<file path="src/rtl/pattern_detector_pkg.sv">
// rtl/pattern_detector_pkg.sv - shared defaults and helpers for the serial pattern detector
package pattern_detector_pkg;

  // Reset defaults reproduce the legacy fixed "1011" overlapping detector.
  localparam int          PD_MAX_LEN     = 8;
  localparam int          PD_CNT_W       = 16;
  localparam logic [7:0]  PD_DEF_PATTERN = 8'b0000_1011;
  localparam int          PD_DEF_LEN     = 4;
  localparam bit          PD_DEF_OVERLAP = 1'b1;

  // Width needed to hold a length/fill value in the range 0..max_len.
  function automatic int calc_len_w(input int max_len);
    return $clog2(max_len + 1);
  endfunction

  // Mask with the low len bits set; callers cast down to their pattern width.
  function automatic logic [63:0] len_mask(input int unsigned len);
    logic [63:0] m;
    m = '0;
    for (int unsigned i = 0; i < 64; i++) begin
      m[i] = (i < len);
    end
    return m;
  endfunction

endpackage

</file>
<file path="src/rtl/sat_counter.sv">
// rtl/sat_counter.sv - saturating up-counter with synchronous clear over increment
module sat_counter #(
  parameter int CNT_W = 16
) (
  input  logic             clock,
  input  logic             reset,
  input  logic             inc,
  input  logic             clr,
  output logic [CNT_W-1:0] count
);

  logic [CNT_W-1:0] count_q;
  logic [CNT_W-1:0] count_d;

  // Clear wins over increment; increment sticks at all-ones.
  always_comb begin
    count_d = count_q;
    if (clr) begin
      count_d = '0;
    end else if (inc && (count_q != '1)) begin
      count_d = count_q + 1'b1;
    end
  end

  // Count register, cleared asynchronously by reset.
  always_ff @(posedge clock or posedge reset) begin
    if (reset) begin
      count_q <= '0;
    end else begin
      count_q <= count_d;
    end
  end

  assign count = count_q;

endmodule

</file>
<file path="src/rtl/pattern_detector.sv">
// rtl/pattern_detector.sv - programmable serial bit-pattern detector with match counter
module pattern_detector
  import pattern_detector_pkg::*;
#(
  parameter int                 MAX_LEN     = PD_MAX_LEN,
  parameter int                 CNT_W       = PD_CNT_W,
  parameter logic [MAX_LEN-1:0] DEF_PATTERN = MAX_LEN'(PD_DEF_PATTERN),
  parameter int                 DEF_LEN     = PD_DEF_LEN,
  parameter bit                 DEF_OVERLAP = PD_DEF_OVERLAP,
  localparam int                LEN_W       = calc_len_w(MAX_LEN)
) (
  input  logic               clock,
  input  logic               reset,
  input  logic               sequence_in,
  input  logic               in_valid,
  input  logic               cfg_load,
  input  logic [MAX_LEN-1:0] cfg_pattern,
  input  logic [LEN_W-1:0]   cfg_len,
  input  logic               cfg_overlap,
  input  logic               count_clr,
  output logic               detector_out,
  output logic [CNT_W-1:0]   match_count,
  output logic               cfg_err
);

  localparam logic [LEN_W-1:0] LEN_MAX = LEN_W'(MAX_LEN);

  logic [MAX_LEN-1:0] pattern_q, pattern_d;
  logic [LEN_W-1:0]   len_q, len_d;
  logic               overlap_q, overlap_d;
  // The oldest bit of a full MAX_LEN window is never compared again, so
  // only MAX_LEN-1 history bits are kept; the window adds the incoming bit.
  logic [MAX_LEN-2:0] hist_q, hist_d;
  logic [LEN_W-1:0]   fill_q, fill_d;
  logic               det_q, det_d;
  logic               err_q, err_d;

  logic [MAX_LEN-1:0] window;
  logic [MAX_LEN-1:0] mask;
  logic [LEN_W-1:0]   fill_inc;
  logic               load_ok;
  logic               beat;
  logic               match;

  assign load_ok  = cfg_load && (cfg_len != '0) && (cfg_len <= LEN_MAX);
  assign beat     = in_valid && !load_ok;
  assign window   = {hist_q, sequence_in};
  assign mask     = MAX_LEN'(len_mask(32'(len_q)));
  assign fill_inc = (fill_q == LEN_MAX) ? fill_q : fill_q + 1'b1;
  assign match    = beat && ((window & mask) == (pattern_q & mask)) && (fill_inc >= len_q);

  // Next-state: load/reject handling, history shift and fill tracking.
  always_comb begin
    pattern_d = pattern_q;
    len_d     = len_q;
    overlap_d = overlap_q;
    hist_d    = hist_q;
    fill_d    = fill_q;
    det_d     = match;
    err_d     = cfg_load && !load_ok;
    if (load_ok) begin
      pattern_d = cfg_pattern;
      len_d     = cfg_len;
      overlap_d = cfg_overlap;
      hist_d    = '0;
      fill_d    = '0;
    end else if (beat) begin
      hist_d = window[MAX_LEN-2:0];
      fill_d = (match && !overlap_q) ? '0 : fill_inc;
    end
  end

  // State registers; reset restores the legacy default configuration.
  always_ff @(posedge clock or posedge reset) begin
    if (reset) begin
      pattern_q <= DEF_PATTERN;
      len_q     <= LEN_W'(DEF_LEN);
      overlap_q <= DEF_OVERLAP;
      hist_q    <= '0;
      fill_q    <= '0;
      det_q     <= 1'b0;
      err_q     <= 1'b0;
    end else begin
      pattern_q <= pattern_d;
      len_q     <= len_d;
      overlap_q <= overlap_d;
      hist_q    <= hist_d;
      fill_q    <= fill_d;
      det_q     <= det_d;
      err_q     <= err_d;
    end
  end

  sat_counter #(
    .CNT_W (CNT_W)
  ) u_match_cnt (
    .clock (clock),
    .reset (reset),
    .inc   (match),
    .clr   (count_clr || load_ok),
    .count (match_count)
  );

  assign detector_out = det_q;
  assign cfg_err      = err_q;

endmodule
</file>
<file path="config.mk">
export PLATFORM = sky130hd
export DESIGN_NAME = pattern_detector
export DESIGN_NICKNAME = d
export VERILOG_FILES = /design/src/rtl/pattern_detector_pkg.sv /design/src/rtl/sat_counter.sv /design/src/rtl/pattern_detector.sv
export SDC_FILE = /design/constraint.sdc
export NUM_CORES = 1
export LEC_CHECK = 0
export CORE_ASPECT_RATIO = 0.7
export CORE_MARGIN = 5
export CORE_UTILIZATION = 50
export CTS_BUF_LIST = sky130_fd_sc_hd__clkbuf_8
export DETAILED_ROUTE_END_ITERATION = 10
export PLACE_DENSITY = 0.75
export REMOVE_ABC_BUFFERS = 1
export SYNTH_ARGS = -nofsm -noshare
export SYNTH_HDL_FRONTEND = slang
export SYNTH_SLANG_ARGS = --single-unit
</file>
<file path="constraint.sdc">
create_clock -name clock -period 7.7 [get_ports clock]
set_clock_uncertainty 0.1 [all_clocks]
set_input_delay 1.54 -clock clock [delete_from_list [all_inputs] [get_ports clock]]
set_output_delay 1.54 -clock clock [all_outputs]
set_load 0.005 [all_outputs]
</file>
==> summary.txt, run 1 <==
Status
  • Result of the run: finished clean

Critical path
  • Startpoint kind of the worst setup timing path: input pin
  • Endpoint class of the critical path: register
  • CP required: just under 8000 ps
  • Startpoint of the worst-slack reg-to-reg timing path: fill_q[0]
  • Worst reg-to-reg setup slack: approximately 4000 ps
  • Stage delay of the slowest cell on the critical path: about 890 ps
  • Critical Setup Path Class: in -> reg
  • Critical path's slowest cell: clkdlybuf4s50_1
  • Dominant cell type by count on the critical path: or4_1
  • Reg2reg path depth: 12
  • Cell-by-cell listing of the critical path: clkdlybuf4s50_1 -> o221ai_1 -> or4_4 -> or4_1 -> or4_1 -> a21oi_1
  • Arrival time at the worst endpoint: ~4700 ps
  • R2R Path End: u_match_cnt.count[7]
  • Max Fanout on Critical Path: 25

STA
  • Unrepaired setup endpoints after global routing: no
  • Slew Limit Headroom: between 30% and 40%
  • Post-route fraction of the period consumed by the critical path: roughly three fifths
  • Final Max Tran Viols: 0
  • Number of failing setup endpoints in the final timing report: 0
  • Peak clock frequency supported by timing: around 220 MHz
  • Final total negative setup slack: 0 ps
  • Slew at the pin with the worst max-slew slack: a little over 900 ps
  • Final worst path period need: between 4000 and 5000 ps
  • Final Hold Viols: 0

Cells and area
  • Fin nets: ~300
  • Most frequent standard cell in the layout excluding fill and tap cells: nand2_1
  • Fraction of layout cells with a size suffix above 1: under 10%
  • Commonest cells after routing, fill and taps aside: 39 x nand2_1, 37 x dfrtp_1, 36 x clkdlybuf4s50_1
  • Synthesis-to-finish area growth: 21.78%
  • Fin cells: approximately 330
  • Diode insertion count for antenna repair: 0
  • Final standard cell utilization of the core: between 60% and 70%

Clocking
  • Root buf cell: clkbuf_8
  • Clock Sinks: 42
  • Quantity of gates resized following cts: 0
  • Clock buffers created by TritonCTS: 5
  • Buffers inserted during post-CTS setup optimization: 0
  • Hold-fix buffers at CTS: 0
  • Worst-Skew Late Latency: 290 ps
  • Clock slew at the register clock pins of the worst setup and hold paths: roughly 80 ps
  • Clock tree from TritonCTS: done
  • Maximum level of the CTS H-tree: 2
  • Clock Tree Buf Depth: 2

Die
  • Initial standard-cell utilization of the core: 51.76%
  • Cell Rows: 20
  • Die Wd: around 90 um
  • I/O Pins: 37
  • Core Area: between 0.004 and 0.005 mm^2
  • Height of the die: between 60 and 70 um
  • Die area: a little under 0.006 mm^2

Job
  • Max-cap viol count: 0

Detailed routing
  • Initial drt markers: 184
  • Via count of the routed design: about 1.9k
  • Wirelength per Cell: between 10 and 15 um
  • DRC violation count after routing: 0
  • Routed Wire Length: 5006 um
  • Routed Antenna Nets: 0
  • First-pass iteration count of the detailed router: 5
  • Via density per instance: 5.572

Pwr
  • Power after layout: approximately 500 uW
  • Worst voltage drop across the vdd grid: between 0.09 and 0.1 mV
  • P_leak: between 1 and 1.5 nW
  • Power density of the placed cells: 183.6 mW/mm^2

Place
  • DPL Wire Length: 3592 um
  • Port Buffers: 36
  • Cell count after placement: roughly 330
  • Routability cong.: approximately 0.75

Min path
  • Hold worst-path end: overlap_q
  • Worst min-delay path category: reg -> reg
  • Critical hold path startpoint: overlap_q
  • Min-Delay Path Depth: 2

Logic synthesis
  • Yosys top cell area share: just over 40%
  • Sequential area share after synthesis: between 40% and 50%
  • Post-synth EDFFs: 0
  • Mean instance size in the synthesized netlist: between 9 and 10 um^2
  • Yosys reg bits: 42
  • Leading post-synthesis cells by cell area: dfrtp_1 41%, nand2_1 6.5%, dfstp_2 5.9%, mux2i_1 4.0%, ha_1 3.9%
  • Library cell occupying the most area in the post-synthesis netlist: dfrtp_1
  • Synth Cell Area: approximately 0.0022 mm^2
  • Number of standard cells after synthesis: between 200 and 250
  • Ys flop type: dfrtp_1
  • Yosys warnings: 0
  • Post-synthesis async set-or-reset flop share: 100.0%
  • Cell variety after synth: between 40 and 50

Global routing
  • Tot GR Track Use: approximately 18%
  • Vias in the first global route: 1716
  • Initial antenna violation count: 0
  • Global route overflow: 0
  • Global-route wire length before repair: ~8400 um
  • Maximum number of pins on one net before global-route repair: 43
## metal layers
metal	GRT usage [%]	wire (um)
met3	3.868	214
met4	6.134	24
met5	0	0
met2	25.91	2264
met1	26.33	2502
## Yosys cell counts, drive strengths merged, types with 8 or more instances
master	count
xnor2	9
or3	8
nand2	39
inv	12
dfrtp	37
nor2	16
nand3	13
a21oi	16
mux2i	9
o21ai	15
## layout make-up
class	count	area (um^2)
clock inverter	2	8.758
tap	55	68.82
inverter	12	45.04
clock buffer	6	82.58
fill	378	1600
sequential	42	1057
multi-input combinational	179	1091
timing repair buffer	38	375.4
## report_power, final
part	switching [mW]	internal, mW	total, mW
registers	0.0178	0.240	0.258
logic	0.0508	0.0459	0.0967
clock network	0.0751	0.0711	0.146
total	0.144	0.357	0.501
## flip-flops by register name, indices dropped and copies added (netlist names)
signal	cells
overlap_q	1
cfg_err	1
fill_q	4
pattern_q	8
detector_out	1
u_match_cnt.count	16
len_q	4
hist_q	7
## metrics by stage
stage / cell area (um^2) / hold slack [ps] / worst slack, ps
6_report: 2729 / 367.8 / 3096
5_1_grt: 2729 / 395.9 / 2898
4_1_cts: 2729 / 367.9 / 3094
3_5_place_dp: 2638 / 359.0 / 2795
3_3_place_gp: 2638 / 352.2 / 2815
2_1_floorplan: 2193 / 339.5 / 3529
## critical path: cells and delay by family
family	cells	cell delay, ps
AND/OR/NAND/NOR	3	1890
buffers and inverters	1	890
AO/OA/AOI/OAI	2	390
## worst max-delay path by stage
| stage | cells past startpoint | endpoint | from | slack, ps |
|---|---|---|---|---|
| after detailed placement | 6 | u_match_cnt.count[5] | in_valid | 2800 |
| after CTS | 6 | u_match_cnt.count[5] | in_valid | 3090 |
| final | 6 | u_match_cnt.count[7] | in_valid | 3100 |
| after global routing | 6 | u_match_cnt.count[5] | in_valid | 2900 |
| after floorplan | 5 | u_match_cnt.count[7] | cfg_len[0] | 3530 |
| after global placement | 6 | u_match_cnt.count[14] | in_valid | 2810 |
## cells by family (layout without fill, tap and decap cells)
group	Yosys count	in the layout	synth area share, %
muxes	9	9	4.020
AOI/OAI and AO/OA	49	49	13.29
buffers and inverters	22	58	4.132
DFF	42	42	47.18
xor gates and xnor gates	11	11	4.300
adders and majority gates	7	7	3.908
and+or+nand+nor	103	103	23.17
Power figures use the tool's default switching activity.
==> run 2, diff against run 1 <==
- PLACE_DENSITY: 0.75 -> 0.78
- clock period: 7.7 -> 4 ns (I/O delays scaled with it)
==> run 2 against run 1 <==
Net effect: power increased by 100%; largest cell class unchanged; worst hold slack improved by 1.9 ps; wire length decreased by 2.4%; sequential power increased by 93%; critical endpoint is now u_match_cnt.count[14]; final cell count increased by 1.2%; combinational power increased by 93%; flip-flop and latch count unchanged; die area unchanged.
==> summary.txt, run 2 (synthesis gave the netlist of run 1 again) <==
STA
  • Final Max Tran Viols: 0 (unchanged)
  • Peak clock frequency supported by timing: about 280 MHz
  • Final Hold Viols: 0 (unchanged)
  • Final total negative setup slack: 0 ps (unchanged)
  • Unrepaired setup endpoints after global routing: no
  • Post-route fraction of the period consumed by the critical path: 88.52%
  • Slew at the pin with the worst max-slew slack: 535.5 ps (-370.0 ps)
  • Number of failing setup endpoints in the final timing report: 0 (unchanged)
  • Final worst path period need: roughly 3500 ps
  • Slew Limit Headroom: 64.03% (+25 points)

Detailed routing
  • First-pass iteration count of the detailed router: 4 (-1)
  • Wirelength per Cell: 14.46 um (-3.6%)
  • Via count of the routed design: 1874 (+0.70%)
  • Via density per instance: 5.544 (-0.49%)
  • Routed Wire Length: 4886 um (-2.4%)
  • Initial drt markers: 139 (-24%)
  • Routed Antenna Nets: 0 (unchanged)
  • DRC violation count after routing: 0 (unchanged)

Clocking
  • Clock Sinks: 42 (unchanged)
  • Clock buffers created by TritonCTS: 5 (unchanged)
  • Clock Tree Buf Depth: 2 (unchanged)
  • Buffers inserted during post-CTS setup optimization: 0 (unchanged)
  • Quantity of gates resized following cts: 0 (unchanged)
  • Root buf cell: clkbuf_8
  • Worst-Skew Late Latency: 300 ps (about the same)
  • Clock tree from TritonCTS: done
  • Clock slew at the register clock pins of the worst setup and hold paths: 80 ps (about the same)
  • Hold-fix buffers at CTS: 0 (unchanged)
  • Maximum level of the CTS H-tree: 2 (unchanged)

Global routing
  • Tot GR Track Use: 17.48% (-0.39 points)
  • Initial antenna violation count: 0 (unchanged)
  • Global-route wire length before repair: 8438 um (+0.17%)
  • Vias in the first global route: 1664 (-3.0%)
  • Maximum number of pins on one net before global-route repair: 43 (unchanged)
  • Global route overflow: 0 (unchanged)

Place
  • Port Buffers: 36 (unchanged)
  • DPL Wire Length: 3365 um (-6.3%)
  • Routability cong.: 0.8217 (+9.8%)

Critical path
  • Endpoint class of the critical path: register
  • Critical Setup Path Class: reg -> reg
  • Arrival time at the worst endpoint: 3650 ps (-1070 ps)
  • CP required: 4110 ps (-3700 ps)
  • Startpoint kind of the worst setup timing path: register
  • Max Fanout on Critical Path: 25 (unchanged)

Die
  • Initial standard-cell utilization of the core: 51.76% (unchanged)
  • Cell Rows: 20 (unchanged)
  • Core Area: 0.004329 mm^2 (unchanged)
  • Die area: 0.005942 mm^2 (unchanged)
  • Die Wd: 90.02 um (unchanged)
  • I/O Pins: 37 (unchanged)
  • Height of the die: 66.01 um (unchanged)

Job
  • Max-cap viol count: 0 (unchanged)

Pwr
  • Power density of the placed cells: 366.4 mW/mm^2 (+100%)
  • Worst voltage drop across the vdd grid: 0.2055 mV (+120%)
  • P_leak: 1.189 nW (+2.1%)
  • Power after layout: 1.017 mW (+100%)

Cells and area
  • Final standard cell utilization of the core: 64.13% (+1.1 points)
  • Number of flip-flops in the largest register: 16 (unchanged)
  • Fin nets: 308 (+1.3%)
  • Synthesis-to-finish area growth: 23.90%
  • Fraction of layout cells with a size suffix above 1: 8.481% (+1.7 points)
  • Commonest cells after routing, fill and taps aside: 39 x nand2_1, 37 x dfrtp_1, 36 x clkdlybuf4s50_1
  • Diode insertion count for antenna repair: 0 (unchanged)
  • Most frequent standard cell in the layout excluding fill and tap cells: nand2_1
  • Filler instances: 388 (+2.6%)

Status
  • Result of the run: finished clean

Min path
  • Worst min-delay path category: reg -> reg
run 2: cell count changes in the layout (fill, tap and decap cells not counted):
cell / previous run / this run
bufinv_16: 0 / 1
buf_4: 2 / 6
clkbuf_8: 6 / 5
clkinv_2: 1 / 2
inv_1: 13 / 12
run 2: path summary, 6_finish.rpt:
kind / from / end / slack, ps / depth (start not counted)
worst min register to register: pattern_q[0] / pattern_q[0] / 370 / 2
worst max-delay path: fill_q[0] / u_match_cnt.count[14] / 460 / 13
min in group asynchronous: reset / fill_q[3] / 830 / 3
max in group asynchronous: reset / overlap_q / 2600 / 3
worst max register to register: fill_q[0] / u_match_cnt.count[14] / 460 / 13
worst min-delay path: pattern_q[0] / pattern_q[0] / 370 / 2
run 2: layer usage:
metal / vias to the layer above / track usage, % / share of wire, %
met5: - / 0 / 0
met4: 0 / 4.833 / 1.2
met3: 7 / 5.916 / 8.2
met2: 62 / 22.63 / 40
met1: 860 / 27.00 / 51
li1: 945 / - / -
run 2: through the flow:
step           area [um^2]  setup WS (ps)  hold WS, ps  std cells
5_1_grt               2776          311.0        404.7        338
6_report              2776          459.0        369.8        338
3_5_place_dp          2668          397.7        356.3        330
4_1_cts               2776          475.4        370.1        338
2_1_floorplan         2193          569.0        339.5        233
3_3_place_gp          2668          479.0        354.3        330
run 2: critical path: stages, from the launching register on:
cell and delay (ps):
dfrtp_1 400, inv_1 90, ha_1 200, nand2_1 80, nor2_1 50, xnor2_1 150, ha_1 280, nand2b_1 90
a2111oi_0 80, or4_4 560, or4_1 480, buf_4 220, or4_1 480, a21oi_1 190
run 2: power by group:
group          switching, mW  internal (mW)  total [mW]
Clock                  0.149          0.184       0.333
Combinational         0.0955         0.0912       0.187
Sequential            0.0354          0.463       0.498
Total                  0.280          0.737        1.02
run 2: final cells by class:
class / instances / area, um^2 / area share [%]
multi-input combinational: 179 / 1091 / 39.30
sequential: 42 / 1057 / 38.08
timing repair buffer: 42 / 405.4 / 14.60
clock buffer: 5 / 68.82 / 2.479
tap: 55 / 68.82 / 2.479
inverter: 12 / 45.04 / 1.622
clock inverter: 3 / 40.04 / 1.442
==> run 3, diff against run 2 <==
- CORE_UTILIZATION: 50 -> 48
- CTS_BUF_LIST: sky130_fd_sc_hd__clkbuf_8 -> default
- PLACE_DENSITY: 0.78 -> 0.75
==> run 3 against run 2 <==
Net effect: flip-flop and latch count stayed put; largest cell class unchanged; clock power rose by 26%; critical path depth stayed put; utilization shrank 0.69 points; non-clock buffer count unchanged; combinational power increased by 2%; worst setup slack better by 31 ps; critical endpoint is now u_match_cnt.count[5]; first-iteration DRC count did not move; power is 8.8% higher; maximum frequency increased by 0.89%; global-route usage is 1.1 points higher; sequential share of layout area is 0.46 points lower.
==> summary.txt, run 3 (synthesis gave the netlist of run 1 again) <==
Status
  • Result of the run: finished clean

Cells and area
  • Final standard cell utilization of the core: 63.45% (-0.69 points)
  • Filler instances: 376 (-3.1%)
  • Synthesis-to-finish area growth: 25.41%
  • Number of flip-flops in the largest register: 16 (unchanged)
  • Diode insertion count for antenna repair: 0 (unchanged)
  • Post-layout instance area: 0.002810 mm^2 (+1.2%)
  • Fin cells: 338 (unchanged)
  • Most frequent standard cell in the layout excluding fill and tap cells: nand2_1
  • Fraction of layout cells with a size suffix above 1: 8.481% (unchanged)
  • Commonest cells after routing, fill and taps aside: 39 x nand2_1, 37 x dfrtp_1, 36 x clkdlybuf4s50_1
  • Fin nets: 308 (unchanged)

Pwr
  • P_leak: 1.203 nW (+1.1%)
  • Worst voltage drop across the vdd grid: 0.2322 mV (+13%)
  • Power density of the placed cells: 394.0 mW/mm^2 (+7.5%)
  • Power after layout: 1.107 mW (+8.8%)

Die
  • Core Area: 0.004429 mm^2 (+2.3%)
  • Height of the die: 67.17 um (+1.7%)
  • Die Wd: 91.67 um (+1.8%)
  • Die area: 0.006157 mm^2 (+3.6%)
  • Cell Rows: 20 (unchanged)
  • I/O Pins: 37 (unchanged)
  • Initial standard-cell utilization of the core: 50.59% (-1.2 points)

Clocking
  • Root buf cell: clkbuf_8
  • Buffers inserted during post-CTS setup optimization: 0 (unchanged)
  • Clock tree from TritonCTS: done
  • Clock buffers created by TritonCTS: 5 (unchanged)
  • Quantity of gates resized following cts: 0 (unchanged)
  • Clock Tree Buf Depth: 2 (unchanged)
  • Worst-Skew Late Latency: 300 ps (about the same)
  • Hold-fix buffers at CTS: 0 (unchanged)
  • Clock slew at the register clock pins of the worst setup and hold paths: 80 ps (about the same)
  • Clock Sinks: 42 (unchanged)
  • Maximum level of the CTS H-tree: 2 (unchanged)

Detailed routing
  • Wirelength per Cell: 15.24 um (+5.4%)
  • Routed Antenna Nets: 0 (unchanged)
  • First-pass iteration count of the detailed router: 4 (unchanged)
  • DRC violation count after routing: 0 (unchanged)
  • Routed Wire Length: 5152 um (+5.4%)
  • Via density per instance: 5.734 (+3.4%)
  • Via count of the routed design: 1938 (+3.4%)
  • Initial drt markers: 139 (unchanged)

Critical path
  • Max Fanout on Critical Path: 25 (unchanged)
  • Startpoint kind of the worst setup timing path: register
  • CP required: 4120 ps (about the same)
  • Endpoint class of the critical path: register
  • Arrival time at the worst endpoint: 3630 ps (-20 ps)
  • Critical Setup Path Class: reg -> reg

Global routing
  • Global-route wire length before repair: 9011 um (+6.8%)
  • Tot GR Track Use: 18.58% (+1.1 points)
  • Global route overflow: 0 (unchanged)
  • Initial antenna violation count: 0 (unchanged)
  • Maximum number of pins on one net before global-route repair: 31 (-28%)
  • Vias in the first global route: 1847 (+11%)

Place
  • Routability cong.: 0.8007 (-2.6%)
  • Worst setup slack before clock tree synthesis: 444.8 ps (+47.11 ps)
  • Cell count after placement: 330 (unchanged)
  • Placement-stage cell area: 0.002668 mm^2 (unchanged)
  • DPL Wire Length: 3701 um (+10%)
  • Port Buffers: 36 (unchanged)

Min path
  • Worst min-delay path category: reg -> reg

STA
  • Peak clock frequency supported by timing: 284.9 MHz (+0.89%)
  • Final worst path period need: 3510 ps (-31.25 ps)
  • Slew Limit Headroom: 41.14% (-23 points)
  • Smallest setup slack after layout: 490.3 ps (+31.25 ps)
  • Post-route fraction of the period consumed by the critical path: 87.74% (-0.78 points)
  • Final Max Tran Viols: 0 (unchanged)
  • Slew at the pin with the worst max-slew slack: 882.0 ps (+346.5 ps)
  • Final total negative setup slack: 0 ps (unchanged)
  • Number of failing setup endpoints in the final timing report: 0 (unchanged)
  • Final Hold Viols: 0 (unchanged)
  • Post-route worst hold slack: 365.9 ps (-3.833 ps)
  • Unrepaired setup endpoints after global routing: no

Job
  • Max-cap viol count: 0 (unchanged)
run 3: cell type report:
type | count | area, um^2 | area share (%)
Inverter | 12 | 45.04 | 1.603
Multi-Input combinational cell | 179 | 1091 | 38.82
Clock inverter | 2 | 60.06 | 2.137
Timing Repair Buffer | 42 | 405.4 | 14.43
Tap cell | 55 | 68.82 | 2.449
Clock buffer | 6 | 82.58 | 2.939
Sequential cell | 42 | 1057 | 37.62
run 3: final timing paths:
check                                            end  slack (ps)  depth (start not counted)       from
worst min-delay path                       overlap_q         370                          2  overlap_q
worst max-delay path            u_match_cnt.count[5]         490                         13  fill_q[0]
max in group asynchronous               pattern_q[1]        2040                          3      reset
min in group asynchronous               pattern_q[4]         890                          2      reset
worst min register to register             overlap_q         370                          2  overlap_q
worst max register to register  u_match_cnt.count[5]         490                         13  fill_q[0]
run 3: worst max-delay path, cell delays in order, from the launching register on:
cell	delay [ps]
dfrtp_1	400
inv_1	90
ha_1	190
nand2_1	80
nor2_1	50
xnor2_1	140
ha_1	280
nand2b_1	110
a2111oi_0	100
or4_4	560
or4_1	470
buf_4	220
or4_1	480
a21oi_1	150
run 3: per-layer routing:
| metal | vias up | GRT usage, % | part of all wire (%) |
|---|---|---|---|
| li1 | 944 | - | - |
| met1 | 953 | 26.80 | 52 |
| met2 | 36 | 28.30 | 42 |
| met3 | 5 | 4.900 | 5.0 |
| met4 | 0 | 3.947 | 0.83 |
| met5 | - | 0 | 0 |
run 3: where the power goes:
group / total (mW) / leakage [nW] / switching [mW] / internal (mW)
sequential: 0.498 / 0.550 / 0.0354 / 0.463
combinational: 0.191 / 0.582 / 0.0993 / 0.0913
clock: 0.419 / 0.0714 / 0.152 / 0.266
total: 1.11 / 1.20 / 0.287 / 0.820
